[config.mk]
export PLATFORM = sky130hd
export DESIGN_NAME = iob_fifo_rd_stream_flat
export DESIGN_NICKNAME = d
export VERILOG_FILES = /design/src/rtl/iob_fifo_rd_stream_if.sv /design/src/rtl/iob_fifo_rd_stream.sv /design/src/flat_wrapper.sv
export SDC_FILE = /design/constraint.sdc
export NUM_CORES = 1
export LEC_CHECK = 0
export BUFFER_PORTS_ARGS = -buffer_cell sky130_fd_sc_hd__buf_2
export CORE_ASPECT_RATIO = 0.9
export CORE_MARGIN = 5
export CORE_UTILIZATION = 40
export CTS_CLUSTER_DIAMETER = 100
export CTS_CLUSTER_SIZE = 24
export DETAILED_ROUTE_END_ITERATION = 10
export PLACE_DENSITY_LB_ADDON = 0.1
export SKIP_LAST_GASP = 1
export SYNTH_ARGS = -nofsm -noshare
export SYNTH_HDL_FRONTEND = slang
export SYNTH_SLANG_ARGS = --single-unit
[constraint.sdc]
create_clock -name clk -period 2.1 [get_ports clk]
set_input_delay 0.105 -clock clk [delete_from_list [all_inputs] [get_ports clk]]
set_output_delay 0.105 -clock clk [all_outputs]
set_load 0.01 [all_outputs]
[src/rtl/iob_fifo_rd_stream_if.sv]
`default_nettype none
// ============================================================================
// Module      : iob_fifo_rd_stream_if
// Description : Bundles the FIFO read-port signals and the outgoing
//               valid/ready stream of the iob_fifo_rd_stream adapter.
//               master : adapter side (drives fifo_r_en and the stream)
//               slave  : FIFO + stream consumer side
//               Signals: fifo_r_en, fifo_r_data, fifo_r_empty,
//                        m_valid, m_ready, m_data, xfer_cnt
// Revision    : 1.0 - initial release
// ============================================================================
interface iob_fifo_rd_stream_if #(
    parameter int DATA_W = 8,
    parameter int CNT_W  = 16
) ();
    logic              fifo_r_en;
    logic [DATA_W-1:0] fifo_r_data;
    logic              fifo_r_empty;
    logic              m_valid;
    logic              m_ready;
    logic [DATA_W-1:0] m_data;
    logic [CNT_W-1:0]  xfer_cnt;

    modport master (
        output fifo_r_en,
        input  fifo_r_data,
        input  fifo_r_empty,
        output m_valid,
        input  m_ready,
        output m_data,
        output xfer_cnt
    );

    modport slave (
        input  fifo_r_en,
        output fifo_r_data,
        output fifo_r_empty,
        input  m_valid,
        output m_ready,
        input  m_data,
        input  xfer_cnt
    );
endinterface
`default_nettype wire

[src/rtl/iob_fifo_rd_stream.sv]
`default_nettype none
// ============================================================================
// Module      : iob_fifo_rd_stream
// Description : Read-side adapter for the async FIFO read port. Converts the
//               enable/empty interface (one-cycle registered read latency)
//               into a valid/ready stream using a 2-entry prefetch buffer,
//               and counts accepted handshakes (wrapping).
//               Ports:
//                 clk  - read-domain clock (same as FIFO r_clk)
//                 rst  - asynchronous, active-low reset
//                 bus  - iob_fifo_rd_stream_if.master (FIFO read port,
//                        stream output, delivered-word counter)
// Revision    : 1.0 - initial release
// ============================================================================
module iob_fifo_rd_stream #(
    parameter int DATA_W = 8,
    parameter int CNT_W  = 16
) (
    input  wire logic               clk,
    input  wire logic               rst,
    iob_fifo_rd_stream_if.master    bus
);

    localparam logic [1:0] c_OCC_EMPTY = 2'd0;
    localparam logic [1:0] c_OCC_FULL  = 2'd2;
    localparam logic [2:0] c_LEVEL_LIM = 3'd2;

    logic [1:0]        r_occ;       // words held in the buffer (0..2)
    logic              r_inflight;  // read issued last cycle, data lands now
    logic [DATA_W-1:0] r_head;
    logic [DATA_W-1:0] r_tail;
    logic [CNT_W-1:0]  r_xfer_cnt;

    logic              w_pop;
    logic [2:0]        w_level;
    logic [1:0]        w_occ_after_pop;
    logic              w_r_en;

    assign w_pop = (r_occ != c_OCC_EMPTY) & bus.m_ready;

    // Occupancy the buffer will have next cycle, counting the word that is
    // arriving now. A new read is only issued if its data will still fit,
    // so occupancy can never exceed two.
    assign w_level         = {1'b0, r_occ} + {2'b00, r_inflight} - {2'b00, w_pop};
    assign w_occ_after_pop = r_occ - {1'b0, w_pop};

    // Gated by rst so no read is launched while reset is held.
    assign w_r_en = rst & ~bus.fifo_r_empty & (w_level < c_LEVEL_LIM);

    always_ff @(posedge clk or negedge rst) begin
        if (!rst) begin
            r_occ      <= c_OCC_EMPTY;
            r_inflight <= 1'b0;
            r_head     <= '0;
            r_tail     <= '0;
            r_xfer_cnt <= '0;
        end else begin
            r_inflight <= w_r_en;
            r_occ      <= w_level[1:0];

            // Popping a full buffer promotes the tail word to the head.
            if (w_pop && (r_occ == c_OCC_FULL)) begin
                r_head <= r_tail;
            end

            // Arriving word goes to whichever slot is next free once this
            // cycle's pop is accounted for.
            if (r_inflight) begin
                if (w_occ_after_pop == c_OCC_EMPTY) begin
                    r_head <= bus.fifo_r_data;
                end else begin
                    r_tail <= bus.fifo_r_data;
                end
            end

            if (w_pop) begin
                r_xfer_cnt <= r_xfer_cnt + CNT_W'(1);
            end
        end
    end

    assign bus.fifo_r_en = w_r_en;
    assign bus.m_valid   = (r_occ != c_OCC_EMPTY);
    assign bus.m_data    = r_head;
    assign bus.xfer_cnt  = r_xfer_cnt;

endmodule
`default_nettype wire

[src/flat_wrapper.sv]
// flat-port wrapper written by rule: the top's interface ports become plain ports
module iob_fifo_rd_stream_flat 
#(
    parameter int DATA_W = 8,
    parameter int CNT_W  = 16
)
  (clk, rst, bus_fifo_r_en, bus_fifo_r_data, bus_fifo_r_empty, bus_m_valid, bus_m_ready, bus_m_data, bus_xfer_cnt);
  iob_fifo_rd_stream_if #(.DATA_W(DATA_W), .CNT_W(CNT_W)) bus_i ();
  input  wire logic clk;
  input  wire logic rst;
  output wire logic [$bits(bus_i.fifo_r_en)-1:0] bus_fifo_r_en;
  input wire logic [$bits(bus_i.fifo_r_data)-1:0] bus_fifo_r_data;
  input wire logic [$bits(bus_i.fifo_r_empty)-1:0] bus_fifo_r_empty;
  output wire logic [$bits(bus_i.m_valid)-1:0] bus_m_valid;
  input wire logic [$bits(bus_i.m_ready)-1:0] bus_m_ready;
  output wire logic [$bits(bus_i.m_data)-1:0] bus_m_data;
  output wire logic [$bits(bus_i.xfer_cnt)-1:0] bus_xfer_cnt;
  assign bus_fifo_r_en = bus_i.fifo_r_en;
  assign bus_i.fifo_r_data = bus_fifo_r_data;
  assign bus_i.fifo_r_empty = bus_fifo_r_empty;
  assign bus_m_valid = bus_i.m_valid;
  assign bus_i.m_ready = bus_m_ready;
  assign bus_m_data = bus_i.m_data;
  assign bus_xfer_cnt = bus_i.xfer_cnt;
  iob_fifo_rd_stream #(.DATA_W(DATA_W), .CNT_W(CNT_W)) u_core (.clk(clk), .rst(rst), .bus(bus_i));
endmodule
Word-level counts from Yosys, hierarchy flattened

Index checks and enable logic that the tools add are counted.

Flip-flop bits (word level): 35
Bits of input ports: 12
Output and inout bits: 26
Logic and storage cells: 23

Add/sub/neg operators: 4
Order comparisons: 1
Equal/unequal tests: 1
Muxes and demuxes: 3
Bitwise gates (word level): 5
Reduce and logical (&&, ||, !) cells: 4

Operators with widths:

| kind                  | count |
|---|---|
| $mux 8                | 3 |
| $add 16x1->16 const B | 1 |
| $add 2x1->3           | 1 |
| $and 1x1->1           | 3 |
| $lt 3x2->1 const B    | 1 |
| $sub 3x1->3           | 1 |
| $eq 2x2->1 const B    | 1 |
| $logic_not 2->1       | 1 |
| $not 1->1             | 2 |
| $reduce_and 2->1      | 1 |
| $reduce_bool 2->1     | 1 |
| $sub 2x1->2           | 1 |
| $logic_and 1x1->1     | 1 |

Logic depth before layout (Yosys ltp)

Gate-level depths: netlist of the first run.

Word-level depth: 6
Depth in mapped cells: 7
Depth with buffers taken out: 6

Least setup slack after synthesis of the first run

OpenSTA, ideal clock, no wires.

Path type: register to register
From: register u_core.r_occ[1]
To: register u_core.r_inflight
Setup time: 181 ps
Data arrival time: 1830 ps
Data required time: 1919 ps
Path slack: 89 ps
Cell stages (with the launch flop): 7
Clock period less this slack: 2011 ps
Cell sequence: dfrtp_1 nand3b_1 nand2_1 ha_1 fa_1 xnor2_1 nor4b_1

Cells in the longest elaborated chain, start to end: 5

Ends and longest elaborated chain:

| what                                                | RTL line                 | source |
|---|---|---|
| start, declared                                     | iob_fifo_rd_stream.sv:28 | `logic [1:0] r_occ;` |
| start signal, assigned                              | iob_fifo_rd_stream.sv:52 | `r_occ <= c_OCC_EMPTY;` |
| start signal, assigned                              | iob_fifo_rd_stream.sv:59 | `r_occ <= w_level[1:0];` |
| branches (longest 2 deep; another with $add 2x1->3) | n/a                      |  |
| $sub 3x1->3 (*)                                     | iob_fifo_rd_stream.sv:44 | `assign w_level = {1'b0, r_occ} + {2'b00, r_inflight} - {2'b00, w_pop};` |
| $lt 3x2->1 (*)                                      | iob_fifo_rd_stream.sv:48 | `assign w_r_en = rst & ~bus.fifo_r_empty & (w_level < c_LEVEL_LIM);` |
| $and 1x1->1 (*)                                     | iob_fifo_rd_stream.sv:48 |  |
| via bus_fifo_r_en                                   | flat_wrapper.sv:11       | `output wire logic [$bits(bus_i.fifo_r_en)-1:0] bus_fifo_r_en;` |
| end signal, assigned                                | iob_fifo_rd_stream.sv:58 | `r_inflight <= w_r_en;` |
| end, declared                                       | iob_fifo_rd_stream.sv:29 | `logic r_inflight;` |

Mark *: on every way through the listed nets, which the timed path passes.
A chain may end at the register's enable or synchronous reset.

Worst setup path after layout of the first run

From: register u_core.r_occ[0]
To: output port bus_fifo_r_en

Cells in the longest elaborated chain, start to end: 5

Ends and longest elaborated chain:

| what                                                | RTL line                 | source |
|---|---|---|
| branches (longest 2 deep; another with $add 2x1->3) | n/a                      |  |
| $sub 3x1->3 (*)                                     | iob_fifo_rd_stream.sv:44 |  |
| via u_core.w_level[1]                               | iob_fifo_rd_stream.sv:35 | `logic [2:0] w_level;` |
| $lt 3x2->1 (*)                                      | iob_fifo_rd_stream.sv:48 |  |
| $and 1x1->1 (*)                                     | iob_fifo_rd_stream.sv:48 |  |
| end, declared                                       | flat_wrapper.sv:11       |  |

Marked as above.

==> results.ini, run 1 <==
[power]
p_leak_uw=0.001035
ir_drop_v=0.0005691
power_uw=2530
powerDensity_mw_per_mm2=1251

[sta]
holdWs_ns=0.07250
setup_viol=1
period_needed_ns=2.121
fin_ws_ns=-0.02067
slew_headroom_pct=70.69
fin_skew_ns=0.004000
min_period_over_period_pct=101.0
final_max_slew_viol_count=0
grt_setup_unrepaired=yes
hold_viol=0
tightest_slew_ns=0.4397
max_freq_ghz=0.4716

[critical_path]
cp-start-kind=flop
worstSetupPathType=flop to primary output
cp.required_ns=2.00
end_kind=primary output
cp_max_fo=3
arrival_ns=2.02

[route]
wl_um=3059
vias=1099
drt-pass1-iter-count=4
via_per_inst=4.799
wl_per_cell_um=13.36
drt_iter0_drc=39
drc=0
ant_nets=0

[floorplanning]
die_area_mm2=0.005320
die_h_um=69.70
rows=21
start_util_pct=41.87
die_x_um=76.33
coreArea_mm2=0.003784
pin_count=38

[synth]
synth_area_mm2=0.001584
syn_avg_cell_area_um2=12.18
ys_types=28
synth_cells=130
ys_seq_area_share_pct=55.29
ys_ff_latch=35
async_flop_share_pct=100.0
yosys_warnings=0
synth-main-ff-cell=dfrtp_1
synth_enable_flop_cells=0
syn-num-nets=146

[job]
maxCapViolCount=0

[cts]
numCtsBuffers=5
cts_tree=yes
clock_sinks=35
clk_pin_slew_ns=0.07
h-tree-depth=2
clock-root-buffer=clkbuf_8
clk_path_buf_depth=2
clk-insertion-delay-late_ns=0.28

[global_routing]
grt_max_degree=36
grt_pass1_vias=1134
antenna_found_initial=0
grt_use_total_pct=12.32
grt_pass1_wl_um=5299
grt-ovfl-total=0

[placement]
place_area_mm2=0.001844
dp_hpwl_um=2184
io_buffer_count=37
gp_congestion=0.7119

[status]
outcome=complete, but fails checks
violations=negative setup slack

[layout]
final_nets=199
drive_gt1_share_pct=40.98
multi_input_area_um2=713.2
final_area_mm2=0.002023
area_growth_syn_to_layout_pct=27.73
seqCellArea_um2=875.8
fillers=345
n_antenna_cell=0

[min_path]
hp-class=input port to flop

==> worst paths after layout <==
kind                                                      from                                   to  slack [ns]  cells past startpoint
min in group asynchronous                                  rst   u_core.bus.xfer_cnt[0]$_DFFE_PN0P_        0.41                      3
setup / recovery                     u_core.r_occ[0]$_DFF_PN0_                        bus_fifo_r_en       -0.02                      6
hold reg to reg            u_core.bus.xfer_cnt[15]$_DFFE_PN0P_  u_core.bus.xfer_cnt[15]$_DFFE_PN0P_        0.47                      1
max in group asynchronous                                  rst         u_core.r_tail[6]$_DFFE_PN0P_        1.37                      3
setup reg to reg                     u_core.r_occ[0]$_DFF_PN0_         u_core.r_tail[6]$_DFFE_PN0P_        0.12                      6
hold / removal                              bus_fifo_r_data[5]         u_core.r_tail[5]$_DFFE_PN0P_        0.07                      2
==> stage by stage <==
stage,utilization (%),std cells,setup TNS [ns],setup WS (ns)
4_1_cts,52.65,226,-0.05064,-0.05064
6_report,53.47,229,-0.02067,-0.02067
2_1_floorplan,-,130,0,0.08938
5_1_grt,53.47,229,-0.2062,-0.1101
3_3_place_gp,48.74,215,0,0.1285
3_5_place_dp,48.74,215,0,0.07337
==> routing by layer <==
metal  track usage [%]  vias up  wire length (um)
met2             19.49       25              1416
met1             15.11      521              1401
met5                 0        -                 0
met3             4.805        5               196
met4             4.660        0                44
li1                  -      548                 -
==> cells in the mapped netlist (2+ instances only) <==
cell	count	area, um2
nand3_1	2	10.01
and3_1	2	12.51
o21ai_2	2	17.52
inv_1	4	15.01
xor2_1	5	43.79
xnor2_1	11	96.34
nor3_1	3	15.01
nand3b_1	2	15.01
nor4_2	2	25.02
ha_1	3	37.54
mux2_2	8	90.09
a21oi_1	8	40.04
nand2_1	11	41.29
dfrtp_1	35	875.8
mux2i_1	8	80.08
nor2_1	12	45.04
==> registers in the layout, summed over array words and instances (netlist names) <==
signal               cells
u_core.r_occ             2
u_core.r_inflight        1
u_core.r_tail            8
u_core.bus.xfer_cnt     16
u_core.bus.m_data        8
==> critical path, stage by stage, from the launching register on <==
cell and delay, ns:
dfrtp_1 0.39, nand3b_1 0.21, nand2_2 0.12, ha_4 0.14, fa_2 0.44, nor4b_4 0.27, buf_2 0.17
==> report_power, final <==
group,internal [uW],switching [uW]
sequential,912,162
clock,257,221
combinational,514,465
==> cell type report <==
class / count / share of cell area, %
sequential: 35 / 43.29
multi-input combinational: 89 / 35.25
timing repair buffer: 48 / 13.54
tap: 46 / 2.845
clock inverter: 1 / 0.2474
inverter: 4 / 0.7421
clock buffer: 6 / 4.082
==> cells by family after synthesis <==
logic type                 share of synthesized area (%)
muxes                                              10.74
xor gates and xnor gates                           8.846
AOI/OAI and AO/OA                                  4.108
DFF                                                55.29
and+or+nand+nor                                    15.64
adders and majority gates                          3.634
buffers and inverters                              1.737
==> repair_timing <==
| item | 4_1_cts | 5_1_grt |
|---|---|---|
| endpoints found under the setup margin | 1 | 9 |
| gates cloned | 0 | 0 |
| endpoints found under the hold margin | 35 | 0 |
| setup buffers | 3 | 3 |
| hold buffers | 1 | 0 |
| resized for setup | 6 | 1 |
| pin swaps | 2 | 4 |
==> cells in the final DEF (no fill, tap or decap), types with 2 or more instances in the layout <==
cell / n
mux2i_1: 8
nor2_1: 12
dfrtp_1: 35
a21oi_1: 8
nand3_1: 2
and3_1: 2
nand2_1: 10
inv_1: 4
nor4_2: 2
nor3_1: 3
ha_1: 2
clkbuf_8: 6
buf_2: 37
o21ai_2: 2
mux2_2: 8
buf_4: 9
xnor2_1: 11
xor2_1: 5
nand3b_1: 2
(Power assumes the default switching activity.)
==> run 2, diff against run 1 <==
Settings changed: CTS_BUF_LIST from default to sky130_fd_sc_hd__clkbuf_2, GPL_ROUTABILITY_DRIVEN from default to 0.
==> run 2 against run 1 <==
Effect of this change:
- the run still ends with negative setup slack left
- register-to-register slack worse by 0.02 ns
- first-iteration DRC count is 31% lower
- setup slack worse by 0.12 ns
- utilization is 0.69 points higher
- routed wire length is 3.3% higher
- worst hold slack worse by 0.020 ns
- clock skew is 0.0041 ns higher
- sequential share of layout area is 0.56 points lower
- highest routed layer unchanged
==> results.ini, run 2 (synthesis results as in run 1) <==
[status]
outcome=complete, but fails checks
violations=negative setup slack

[min_path]
min_to=u_core.bus.xfer_cnt[0]$_DFFE_PN0P_
worstHoldStart=bus_m_ready
hp-class=input port to flop
hold_depth=3

[cts]
clock_sinks=35
cts_tree=yes
clk-insertion-delay-late_ns=0.37
h-tree-depth=2
clk_path_buf_depth=2
numCtsBuffers=5
clock-root-buffer=clkbuf_2
clk_pin_slew_ns=0.17

[sta]
tns_ns=-0.1415
final_max_slew_viol_count=0
min_period_over_period_pct=106.7
tightest_slew_ns=0.4475
period_needed_ns=2.242
fin_ws_ns=-0.1415
slew_headroom_pct=70.16
setup_viol=1
holdWs_ns=0.05267
grt_setup_unrepaired=yes
hold_viol=0
fin_skew_ns=0.008127
max_freq_ghz=0.4461

[critical_path]
r2r_cells=6
worstPathCellList=nand3b_1 -> nand2_2 -> ha_4 -> fa_2 -> nor4b_4 -> buf_2
cp.required_ns=2.00
rr_endpoint=u_core.bus.m_data[7]$_DFF_PN0_
arrival_ns=2.14
critical-path-max-stage-delay_ns=0.44
worst_path_max_delay_cell=fa_2
cp_num_buf_inv=1
path_delay_family=simple AND/OR/NAND/NOR gates
timing.rr.start=u_core.r_occ[0]$_DFF_PN0_
cp-start-kind=flop
worstSetupPathType=flop to primary output
end_kind=primary output
cp_max_fo=3
rrSetupSlack_ns=0.10

[layout]
final_area_mm2=0.002049
multi_input_area_um2=713.2
drive_gt1_share_pct=38.74
final_common_cell=buf_2
fillers=347
n_antenna_cell=0
final_nets=207
seqCellArea_um2=875.8
area_growth_syn_to_layout_pct=29.38
final_cell_mix=buf_2 (37), dfrtp_1 (35), nor2_1 (12)
largest_register_ffs=16
final_cells=237

[route]
drt_iter0_drc=27
ant_nets=0
wl_um=3160
drt-pass1-iter-count=3
drc=0
vias=1128
wl_per_cell_um=13.33
via_per_inst=4.759

[power]
p_leak_uw=0.001048
powerDensity_mw_per_mm2=1145
ir_drop_v=0.0005725

[floorplanning]
die_x_um=76.33
coreArea_mm2=0.003784
die_h_um=69.70
rows=21
pin_count=38
die_area_mm2=0.005320
start_util_pct=41.87

[placement]
place_area_mm2=0.001844
io_buffer_count=37
dp_hpwl_um=2184
dp_cells=215

[global_routing]
grt_pass1_wl_um=5561
grt-ovfl-total=0
grt_use_total_pct=13.03
grt_max_degree=36
antenna_found_initial=0
grt_pass1_vias=1187

[job]
maxCapViolCount=0

[run 2: cell types whose count changed in the layout (fill, tap and decap cells not counted), sizes merged]
cell,change
clkbuf,-1
clkinv,+1
dlygate4sd3,+8
[run 2: cell type report]
class	instances	share of cell area, %
Inverter	4	0.7326
Clock buffer	5	1.221
Timing Repair Buffer	56	17.28
Sequential cell	35	42.73
Tap cell	46	2.808
Clock inverter	2	0.4273
Multi-Input combinational cell	89	34.80
[run 2: per-stage QoR]
stage	util, %	worst slack [ns]	power, uW
2_1_floorplan	-	0.08938	1642
3_3_place_gp	48.74	0.1285	1916
3_5_place_dp	48.74	0.07337	1956
4_1_cts	53.34	-0.1837	2325
5_1_grt	54.17	-0.2658	2547
6_report	54.17	-0.1415	2347
[run 2: metal layers]
metal | part of all wire [%] | vias to the layer above | global-route usage [%] | wire length (um)
li1 | - | 562 | - | -
met1 | 46 | 533 | 15.60 | 1450
met2 | 46 | 25 | 20.72 | 1460
met3 | 6.0 | 8 | 4.935 | 189
met4 | 1.9 | 0 | 5.825 | 59
met5 | 0 | - | 0 | 0
[run 2: worst max-delay path by stage]
stage / start / end / slack (ns) / cells after the start
floorplan: u_core.r_occ[1]$_DFF_PN0_ / u_core.r_inflight$_DFF_PN0_ / 0.09 / 6
global placement: u_core.r_occ[0]$_DFF_PN0_ / u_core.r_tail[0]$_DFFE_PN0P_ / 0.13 / 6
detailed placement: u_core.r_occ[0]$_DFF_PN0_ / u_core.bus.m_data[7]$_DFF_PN0_ / 0.07 / 6
CTS: u_core.r_occ[0]$_DFF_PN0_ / bus_fifo_r_en / -0.18 / 6
global route: u_core.r_occ[0]$_DFF_PN0_ / bus_fifo_r_en / -0.27 / 6
finish: u_core.r_occ[0]$_DFF_PN0_ / bus_fifo_r_en / -0.14 / 6
[run 2: worst reg2reg max path, stage by stage, from the launching register on]
cell and delay (ns):
dfrtp_1 0.42, nand3b_1 0.21, buf_6 0.19, ha_1 0.32
nand4b_2 0.48, nor2_1 0.21, a21oi_1 0.06
[run 2: where the power goes]
group	internal, uW	total, uW	switching, uW
combinational	523	990	467
clock	70.4	286	216
sequential	908	1070	163
total	1500	2350	845
[run 2: timing repair]
item / 4_1_cts / 5_1_grt
resized for setup: 6 / 1
gates cloned: 0 / 0
hold buffers: 9 / 0
pin swaps: 2 / 4
endpoints found under the hold margin: 52 / 0
buffers inserted: 3 / 3
endpoints found under the setup margin: 1 / 9
==> run 3, diff against run 2 <==
Settings changed: CORE_UTILIZATION 40 to 45.
==> run 3 against run 2 <==
Effect of this change:
- the run still ends with negative setup slack left
- non-clock buffer count down 2
- flip-flop and latch count is the same
- clock skew is 0.012 ns higher
- utilization is 6.6 points higher
- clock-buffer cell count is 1 higher
- critical path depth unchanged
- first-iteration DRC count up 37%
- largest power group unchanged
==> results.ini, run 3 (synthesis results as in run 1) <==
[status]
outcome=complete, but fails checks
violations=negative setup slack

[global_routing]
grt_max_degree=36
grt_use_total_pct=14.73
antenna_found_initial=0
grt_pass1_wl_um=5319
grt_pass1_vias=1155
grt-ovfl-total=0

[power]
power_frac_seq_pct=45.4
clkPwrFrac_pct=12.2
p_leak_uw=0.001047
ir_drop_v=0.0005866
p_comb_share_pct=42.5
swShare_pct=36.72
powerDensity_mw_per_mm2=1165
p_int_uw=1513
p_sw_uw=877.8

[floorplanning]
pin_count=38
rows=20
die_area_mm2=0.004808
coreArea_mm2=0.003378
die_x_um=72.54
die_h_um=66.29
start_util_pct=46.89

[layout]
fillers=285
final_common_cell=buf_2
area_growth_syn_to_layout_pct=29.54
largest_register_ffs=16
final_cells=232
final_area_mm2=0.002052
drive_gt1_share_pct=38.83
final_cell_mix=buf_2 (37), dfrtp_1 (35), nor2_1 (12)
seqCellArea_um2=875.8
multi_input_area_um2=737.0
n_antenna_cell=0
final_nets=205

[critical_path]
arrival_ns=2.21
cp-start-kind=flop
worstSetupPathType=flop to primary output
cp.required_ns=2.00
end_kind=primary output
rrSetupSlack_ns=0.14
path_delay_family=simple AND/OR/NAND/NOR gates
worst_path_max_delay_cell=dfrtp_1
cp_num_buf_inv=2
critical-path-max-stage-delay_ns=0.42
cp_max_fo=11
worstPathCellList=nand3b_1 -> buf_6 -> fa_2 -> xnor2_2 -> nor4b_4 -> buf_2

[cts]
clk_path_buf_depth=2
numCtsBuffers=5
clock-root-buffer=clkbuf_2
h-tree-depth=2
clk-insertion-delay-late_ns=0.39
clock_sinks=35
cts_tree=yes
clk_pin_slew_ns=0.18

[sta]
fin_skew_ns=0.02042
hold_viol=0
period_needed_ns=2.312
tns_ns=-0.2117
min_period_over_period_pct=110.1
max_freq_ghz=0.4326
setup_viol=1
final_max_slew_viol_count=0
slew_headroom_pct=70.69
tightest_slew_ns=0.4397
grt_setup_unrepaired=yes
fin_ws_ns=-0.2117

[min_path]
hp-class=input port to flop

[placement]
dp_cells=212
dp_hpwl_um=2185
place_area_mm2=0.001834
io_buffer_count=37

[route]
drt_iter0_drc=37
wl_per_cell_um=13.48
ant_nets=0
via_per_inst=4.862
wl_um=3127
vias=1128
drt-pass1-iter-count=4
drc=0

[job]
maxCapViolCount=0

==> run 3: per-layer routing <==
metal,vias to the layer above,wire [um],GRT usage (%)
li1,557,-,-
met1,540,1409,17.27
met2,26,1481,24.21
met3,5,183,3.951
met4,0,53,8.295
met5,-,0,0
==> run 3: area by class of cell <==
class,instances,share of cell area [%]
tap,44,2.683
clock buffer,6,1.463
multi-input combinational,89,35.91
inverter,4,0.7317
sequential,35,42.68
timing repair buffer,54,16.52
==> run 3: timing repair <==
action / CTS / global route
hold buffers: 9 / 0
buffers inserted: 8 / 1
gates resized for setup: 4 / 6
pin swaps: 1 / 3
setup endpoints to repair: 1 / 18
endpoints found under the hold margin: 51 / 0
==> run 3: worst paths after layout <==
check                                                     from                             endpoint  cells past startpoint
min                                                bus_m_ready   u_core.bus.xfer_cnt[0]$_DFFE_PN0P_                      3
max                                  u_core.r_occ[0]$_DFF_PN0_                        bus_fifo_r_en                      6
max reg2reg                          u_core.r_occ[0]$_DFF_PN0_         u_core.r_tail[6]$_DFFE_PN0P_                      5
min in group asynchronous                                  rst            u_core.r_occ[1]$_DFF_PN0_                      3
max in group asynchronous                                  rst  u_core.bus.xfer_cnt[11]$_DFFE_PN0P_                      3
min reg2reg                u_core.bus.xfer_cnt[15]$_DFFE_PN0P_  u_core.bus.xfer_cnt[15]$_DFFE_PN0P_                      1
==> run 3: stage by stage <==
| step | util, % | setup WS (ns) | hold WS, ns | power, uW |
|---|---|---|---|---|
| 3_5_place_dp | 54.30 | 0.07320 | 0.1844 | 1951 |
| 2_1_floorplan | - | 0.08938 | -0.1906 | 1642 |
| 4_1_cts | 60.22 | -0.2334 | 0.02621 | 2348 |
| 5_1_grt | 60.74 | -0.3326 | 0.01909 | 2559 |
| 3_3_place_gp | 54.30 | 0.09553 | 0.1828 | 1914 |
| 6_report | 60.74 | -0.2117 | 0.03074 | 2391 |
==> run 3: power groups by stage <==
| stage | registers [uW] | logic [uW] | clock network (uW) |
|---|---|---|---|
| global placement | 1090 | 828 | 0 |
| finish | 1080 | 1020 | 291 |
| global route | 1120 | 1120 | 325 |
| CTS | 1080 | 977 | 293 |
| floorplan | 1140 | 502 | 0 |
| detailed placement | 1100 | 850 | 0 |
==> run 3: worst min-delay path, stage by stage <==
cell and delay (ns):
buf_2 0.12, o21ai_2 0.10, xnor2_1 0.07
